**src/rtl/sound_arbiter_if.sv**
```systemverilog
// Request, engine handshake and status bundle around the piezo sound arbiter.
// master = arbiter side, slave = event sources plus sound engine.
interface sound_arbiter_if;
  logic [3:0] REQ;
  logic       SND_FINISH;
  logic       SND_REQ;
  logic [1:0] SND_SEL;
  logic [3:0] GRANT;
  logic       BUSY;
  logic [3:0] DONE;
  logic       ERR;

  modport master (
    input  REQ, SND_FINISH,
    output SND_REQ, SND_SEL, GRANT, BUSY, DONE, ERR
  );

  modport slave (
    output REQ, SND_FINISH,
    input  SND_REQ, SND_SEL, GRANT, BUSY, DONE, ERR
  );
endinterface

```
**src/rtl/sound_arbiter.sv**
```systemverilog
// Round-robin arbiter sharing one piezo engine between four event sources.
// Optional per-state watchdog enabled by defining SOUND_ARB_TIMEOUT_EN.
module sound_arbiter #(
  parameter int unsigned GAP_CYCLES     = 2_500_000,
  parameter int unsigned TIMEOUT_CYCLES = 2_000_000
) (
  input  logic            USER_CLK,
  input  logic            RESET,
  sound_arbiter_if.master bus
);
  localparam int unsigned CNT_W    = 32;
  localparam logic [CNT_W-1:0] GAP_LAST = 32'(GAP_CYCLES) - 32'd1;

  typedef enum logic [1:0] {ST_IDLE, ST_ACK, ST_PLAY, ST_GAP} state_t;

  localparam state_t POST_SOUND = (GAP_CYCLES == 0) ? ST_IDLE : ST_GAP;

  state_t           r_state, w_state_nxt;
  logic [3:0]       r_pending, w_pend_nxt, w_pend_clr;
  logic [1:0]       r_last, w_last_nxt;
  logic [CNT_W-1:0] r_cnt, w_cnt_nxt;
  logic             r_snd_req, w_snd_req_nxt;
  logic [1:0]       r_sel, w_sel_nxt;
  logic [3:0]       r_grant, w_grant_nxt;
  logic             r_busy, w_busy_nxt;
  logic [3:0]       r_done, w_done_nxt;
  logic             w_win_valid;
  logic [1:0]       w_win_idx;
  logic             w_wd_fire;
  logic             w_cnt_run;

  // First pending channel searching upward from last+1, wrapping mod 4
  always_comb begin : p_rr_pick
    w_win_valid = 1'b0;
    w_win_idx   = 2'd0;
    for (int k = 1; k <= 4; k++) begin
      if (!w_win_valid && r_pending[2'(r_last + 2'(k))]) begin
        w_win_valid = 1'b1;
        w_win_idx   = 2'(r_last + 2'(k));
      end
    end
  end

`ifdef SOUND_ARB_TIMEOUT_EN
  localparam logic [CNT_W-1:0] TIMEOUT_LAST = 32'(TIMEOUT_CYCLES) - 32'd1;
  logic r_err;

  // Stale-high finish in ACK or missing finish in PLAY both count toward the limit
  assign w_wd_fire = (r_cnt == TIMEOUT_LAST) &&
                     (((r_state == ST_ACK)  &&  bus.SND_FINISH) ||
                      ((r_state == ST_PLAY) && !bus.SND_FINISH));
  assign w_cnt_run = (r_state != ST_IDLE);

  always_ff @(posedge USER_CLK) begin : p_err_reg
    if (RESET) r_err <= 1'b0;
    else       r_err <= w_wd_fire;
  end
  assign bus.ERR = r_err;
`else
  assign w_wd_fire = 1'b0;
  assign w_cnt_run = (r_state == ST_GAP);
  assign bus.ERR   = 1'b0;
  // Watchdog absent; parameter kept so both builds share one instance signature
  if (TIMEOUT_CYCLES == 0) begin : g_timeout_unused
  end
`endif

  always_comb begin : p_next_state
    w_state_nxt = r_state;
    unique case (r_state)
      ST_IDLE: if (w_win_valid) w_state_nxt = ST_ACK;
      ST_ACK: begin
        if (!bus.SND_FINISH)  w_state_nxt = ST_PLAY;
        else if (w_wd_fire)   w_state_nxt = POST_SOUND;
      end
      ST_PLAY: begin
        if (bus.SND_FINISH)   w_state_nxt = POST_SOUND;
        else if (w_wd_fire)   w_state_nxt = POST_SOUND;
      end
      ST_GAP:  if (r_cnt == GAP_LAST) w_state_nxt = ST_IDLE;
      default: w_state_nxt = ST_IDLE;
    endcase
  end

  always_comb begin : p_outputs
    w_snd_req_nxt = 1'b0;
    w_done_nxt    = 4'b0000;
    w_sel_nxt     = r_sel;
    w_grant_nxt   = r_grant;
    w_last_nxt    = r_last;
    w_pend_clr    = 4'b0000;
    if ((r_state == ST_IDLE) && w_win_valid) begin
      w_snd_req_nxt = 1'b1;
      w_sel_nxt     = w_win_idx;
      w_grant_nxt   = 4'b0001 << w_win_idx;
      w_last_nxt    = w_win_idx;
      w_pend_clr    = 4'b0001 << w_win_idx;
    end
    if ((r_state == ST_PLAY) && bus.SND_FINISH) begin
      w_done_nxt  = r_grant;
      w_grant_nxt = 4'b0000;
    end
    if (w_wd_fire) w_grant_nxt = 4'b0000;
    // Set wins over the grant-edge clear so a re-request replays later
    w_pend_nxt = (r_pending & ~w_pend_clr) | bus.REQ;
    w_busy_nxt = (w_state_nxt != ST_IDLE);
    if (w_state_nxt != r_state)                 w_cnt_nxt = '0;
    else if (w_cnt_run && (r_cnt != '1))        w_cnt_nxt = r_cnt + 32'd1;
    else                                        w_cnt_nxt = r_cnt;
  end

  always_ff @(posedge USER_CLK) begin : p_state_reg
    if (RESET) begin
      r_state   <= ST_IDLE;
      r_pending <= 4'b0000;
      r_last    <= 2'd3;
      r_cnt     <= '0;
      r_snd_req <= 1'b0;
      r_sel     <= 2'd0;
      r_grant   <= 4'b0000;
      r_busy    <= 1'b0;
      r_done    <= 4'b0000;
    end else begin
      r_state   <= w_state_nxt;
      r_pending <= w_pend_nxt;
      r_last    <= w_last_nxt;
      r_cnt     <= w_cnt_nxt;
      r_snd_req <= w_snd_req_nxt;
      r_sel     <= w_sel_nxt;
      r_grant   <= w_grant_nxt;
      r_busy    <= w_busy_nxt;
      r_done    <= w_done_nxt;
    end
  end

  assign bus.SND_REQ = r_snd_req;
  assign bus.SND_SEL = r_sel;
  assign bus.GRANT   = r_grant;
  assign bus.BUSY    = r_busy;
  assign bus.DONE    = r_done;
endmodule

```
**src/flat_wrapper.sv**
```systemverilog
// flat-port wrapper written by rule: the top's interface ports become plain ports
module sound_arbiter_flat 
#(
  parameter int unsigned GAP_CYCLES     = 2_500_000,
  parameter int unsigned TIMEOUT_CYCLES = 2_000_000
)
  (USER_CLK, RESET, bus_REQ, bus_SND_FINISH, bus_SND_REQ, bus_SND_SEL, bus_GRANT, bus_BUSY, bus_DONE, bus_ERR);
  sound_arbiter_if bus_i ();
  input  logic USER_CLK;
  input  logic RESET;
  input wire logic [$bits(bus_i.REQ)-1:0] bus_REQ;
  input wire logic [$bits(bus_i.SND_FINISH)-1:0] bus_SND_FINISH;
  output wire logic [$bits(bus_i.SND_REQ)-1:0] bus_SND_REQ;
  output wire logic [$bits(bus_i.SND_SEL)-1:0] bus_SND_SEL;
  output wire logic [$bits(bus_i.GRANT)-1:0] bus_GRANT;
  output wire logic [$bits(bus_i.BUSY)-1:0] bus_BUSY;
  output wire logic [$bits(bus_i.DONE)-1:0] bus_DONE;
  output wire logic [$bits(bus_i.ERR)-1:0] bus_ERR;
  assign bus_i.REQ = bus_REQ;
  assign bus_i.SND_FINISH = bus_SND_FINISH;
  assign bus_SND_REQ = bus_i.SND_REQ;
  assign bus_SND_SEL = bus_i.SND_SEL;
  assign bus_GRANT = bus_i.GRANT;
  assign bus_BUSY = bus_i.BUSY;
  assign bus_DONE = bus_i.DONE;
  assign bus_ERR = bus_i.ERR;
  sound_arbiter #(.GAP_CYCLES(GAP_CYCLES), .TIMEOUT_CYCLES(TIMEOUT_CYCLES)) u_core (.USER_CLK(USER_CLK), .RESET(RESET), .bus(bus_i));
endmodule
```
**config.mk**
```make
export PLATFORM = sky130hd
export DESIGN_NAME = sound_arbiter_flat
export DESIGN_NICKNAME = d
export VERILOG_FILES = /design/src/rtl/sound_arbiter_if.sv /design/src/rtl/sound_arbiter.sv /design/src/flat_wrapper.sv
export SDC_FILE = /design/constraint.sdc
export NUM_CORES = 1
export LEC_CHECK = 0
export ABC_CLOCK_PERIOD_IN_PS = 2370
export BUFFER_PORTS_ARGS = -buffer_cell sky130_fd_sc_hd__clkbuf_2
export CAP_MARGIN = 20
export CORE_MARGIN = 4
export CORE_UTILIZATION = 59
export CTS_CLUSTER_SIZE = 24
export DETAILED_ROUTE_END_ITERATION = 8
export HOLD_SLACK_MARGIN = 0.08
export PLACE_DENSITY = 0.86
export SLEW_MARGIN = 20
export SYNTH_ARGS = -nofsm -noshare
export SYNTH_HDL_FRONTEND = slang
export SYNTH_SLANG_ARGS = --single-unit
```
**constraint.sdc**
```tcl
create_clock -name USER_CLK -period 2.37 [get_ports USER_CLK]
set_input_delay 0.474 -clock USER_CLK [delete_from_list [all_inputs] [get_ports USER_CLK]]
set_output_delay 0.474 -clock USER_CLK [all_outputs]
set_load 0.05 [all_outputs]
```
==> results.toml <==
[critical_path]
crit_path_max_fanout = 11
max_stage_delay_ns = 0.49
required_ns = 2.61
worst-setup-path-type = "flop to flop"
critPathLaunchType = "flop"
arrival_ns = 2.50
r2r_slack_ns = 0.11
path_cells = "ha_1 > and4_2 > and4_1 > and3_2 > buf_4 > or4_1 > a21oi_1"
cpMaxStageDelayCell = "or4_1"
cp.buffers_inverters = 1
critical_path.endpoint_type = "flop"
cp_top_family = "simple AND/OR/NAND/NOR gates"

[cts]
cts_buffers = 5
clk_path_buf_depth = 2
clk_pin_slew_ns = 0.09
holdBufCountCts = 0
cts_setup_buffers = 0
root_buffer = "clkbuf_8"
postCtsResizedCells = 0
clock-sinks = 52
clkLatencyLatePin_ns = 0.30
htree_levels = 2
cts_tree = "done"

[power_and_ir_drop]
power.internal_mw = 1.205
comb_power_share = 0.158
power.leakage_nw = 0.9345
seqPwrFrac = 0.552
p_per_area_mw_per_mm2 = 600.5
p_clk_frac = 0.290
switching_power_mw = 0.5103
swShare = 0.2975
max-vdd-ir-drop_v = 0.0005341

[finish]
design_area_mm2 = 0.002856
final_nets = 344
finalNonFillerCells = 387
drive_gt1_frac = 0.1632
antenna_cells = 0
synthToLayoutAreaGrowth_pct = 9.865
final_core_util = 0.6893

[outcome]
run_status = "completed"

[logic_synthesis]
ys_seq_area_frac = 0.4004
yosys.area.top_type = "dfxtp_1"
ys_warn_count = 0
syn_inst = 317
synth_nets = 325
synth-async-reset-ratio = 0
synth_area_leaders = "dfxtp_1 40%, a21oi_1 6.9%, o31ai_1 4.6%, or4_1 4.0%, nor2_1 3.9%"
yosysTopAreaCellShare = 0.4004
synth-seq-cells = 52
yosys_most_used_dff = "dfxtp_1"
syn_area_mm2 = 0.002600
yosysUniqueCellTypes = 54
syn_area_per_cell_um2 = 8.202
synth_edf_count = 0

[place]
gp_congestion = 0.9573
place_ws_ns = 0.1743
dpl.cell_count = 379
hpwl_um = 4397
portBuffers = 18
dpl_cell_area_mm2 = 0.002766

[detailed_routing]
first_pass_iters = 4
drt_iter0_drc = 271
ant_nets = 0
remaining_drc_errors = 0
routed_wl_um = 5971
wl_per_cell_um = 15.43
route.vias.total = 2505
via_per_inst = 6.473

[timing]
max_freq_ghz = 0.4419
hold_viol = 0
fin_ws_ns = 0.1072
slew_violations = 0
max_slew_margin = 0.5874
rsz0062_at_grt = "no"
finalClockSkew_ns = 0.005082
period_minus_slack_ns = 2.263
fin_crit_sh = 0.9548
fin_setup_tns_ns = 0
tightest_slew_ns = 0.6133
setup-violations-final = 0

[floorplan]
ioPinCount = 20
chipHeight_um = 74.39
core_area_mm2 = 0.004144
fp.dieW_um = 74.39
rows = 23
dieArea_mm2 = 0.005533
start_util = 0.6274

[grt]
grt_max_degree = 18
track_usage = 0.2344
grt_pass1_vias = 2224
antenna_found_initial = 0
grt_pass1_wl_um = 10260
grt_overflow = 0

[hold_path]
hold_class = "primary input to flop"

[job]
drv_cap = 0
-- per-layer routing --
metal / routed length [um] / GRT usage / vias to the layer above
met1: 2817 / 0.3425 / 1153
li1: - / - / 1249
met2: 2667 / 0.3463 / 88
met4: 124 / 0.08498 / 0
met3: 362 / 0.04054 / 15
met5: 0 / 0 / -
-- cell usage after synthesis (all sizes together) (2+ instances only) --
master / n
a211o: 3
a211oi: 3
a21o: 2
a21oi: 36
a22oi: 4
and2: 10
and3: 4
and4: 8
buf: 6
clkbuf: 13
dfxtp: 52
inv: 4
nand2: 22
nand3: 15
nand3b: 2
nand4: 12
nor2: 27
nor3: 7
nor4: 7
o21ai: 13
o21bai: 2
o31ai: 16
o41ai: 2
or2: 3
or3: 9
or4: 17
or4b: 3
-- worst paths after layout --
kind	start	end	cells past startpoint
worst max-delay path	u_core.r_cnt[0]	u_core.r_cnt[18]	7
worst min-delay path	bus_REQ[1]	u_core.r_pending[1]	3
worst max register to register	u_core.r_cnt[0]	u_core.r_cnt[18]	7
worst min register to register	u_core.bus.GRANT[0]	u_core.bus.DONE[0]	1
-- final cells by class --
| type | instances | area, um^2 |
|---|---|---|
| Clock buffer | 6 | 72.57 |
| Clock inverter | 2 | 16.27 |
| Fill cell | 334 | 1287 |
| Inverter | 4 | 15.01 |
| Multi-Input combinational cell | 242 | 1461 |
| Sequential cell | 52 | 1041 |
| Tap cell | 50 | 62.56 |
| Timing Repair Buffer | 31 | 187.7 |
-- flip-flops by register name (all words and copies together) (netlist names) --
register,cells
u_core.bus.GRANT,4
u_core.bus.BUSY,1
u_core.r_pending,4
u_core.bus.SND_REQ,1
u_core.bus.DONE,4
u_core.r_last,2
u_core.r_cnt,32
u_core.bus.SND_SEL,2
u_core.r_state,2
-- through the flow --
| stage | total power, mW | hold slack, ns |
|---|---|---|
| 2_1_floorplan | 1.181 | 0.4552 |
| 3_3_place_gp | 1.231 | 0.4703 |
| 3_5_place_dp | 1.237 | 0.4896 |
| 4_1_cts | 1.726 | 0.3758 |
| 5_1_grt | 1.797 | 0.3786 |
| 6_report | 1.715 | 0.3783 |
-- cell usage in the layout (no fill, tap or decap), types with 2 or more instances in the layout --
| cell type | n |
|---|---|
| nand2_1 | 22 |
| a22oi_1 | 4 |
| and2_1 | 10 |
| a21oi_1 | 36 |
| clkbuf_8 | 5 |
| or3_1 | 8 |
| or4_1 | 14 |
| and3_2 | 2 |
| nand4_1 | 11 |
| a21o_1 | 2 |
| dfxtp_1 | 52 |
| and4_2 | 2 |
| nand3b_1 | 2 |
| nor2_1 | 27 |
| o21ai_0 | 13 |
| clkbuf_2 | 18 |
| buf_4 | 13 |
| and4_1 | 6 |
| a211o_1 | 2 |
| and3_1 | 2 |
| o31ai_1 | 15 |
| o41ai_1 | 2 |
| or4_2 | 2 |
| or2_2 | 2 |
| inv_1 | 4 |
| nand3_1 | 15 |
| nor3_1 | 7 |
| nor4_1 | 7 |
| a211oi_1 | 3 |
| o21bai_1 | 2 |
| or4b_2 | 2 |
-- power by group through the flow --
| stage | combinational [mW] | sequential, mW | clock, mW |
|---|---|---|---|
| final | 0.272 | 0.947 | 0.497 |
| after global routing | 0.297 | 0.953 | 0.548 |
| after CTS | 0.272 | 0.946 | 0.508 |
| after detailed placement | 0.271 | 0.966 | 0 |
| after global placement | 0.267 | 0.964 | 0 |
| after floorplan | 0.165 | 1.02 | 0 |
-- kinds of logic (layout without fill, tap and decap cells) --
family | Yosys count | in the layout | synth area share
AOI/OAI and AO/OA | 88 | 88 | 0.2132
xor gates and xnor gates | 1 | 1 | 0.003369
adders and majority gates | 1 | 1 | 0.004812
buffers and inverters | 23 | 43 | 0.03994
DFF | 52 | 52 | 0.4004
muxes | 1 | 1 | 0.003850
other | 1 | 1 | 0.001442
and+or+nand+nor | 150 | 150 | 0.3330
-- tightest hold or removal path, stage by stage --
cell and delay (ns):
clkbuf_2 0.08, inv_1 0.04, a21oi_1 0.05
Note: power is estimated with default switching activity, not from simulation.
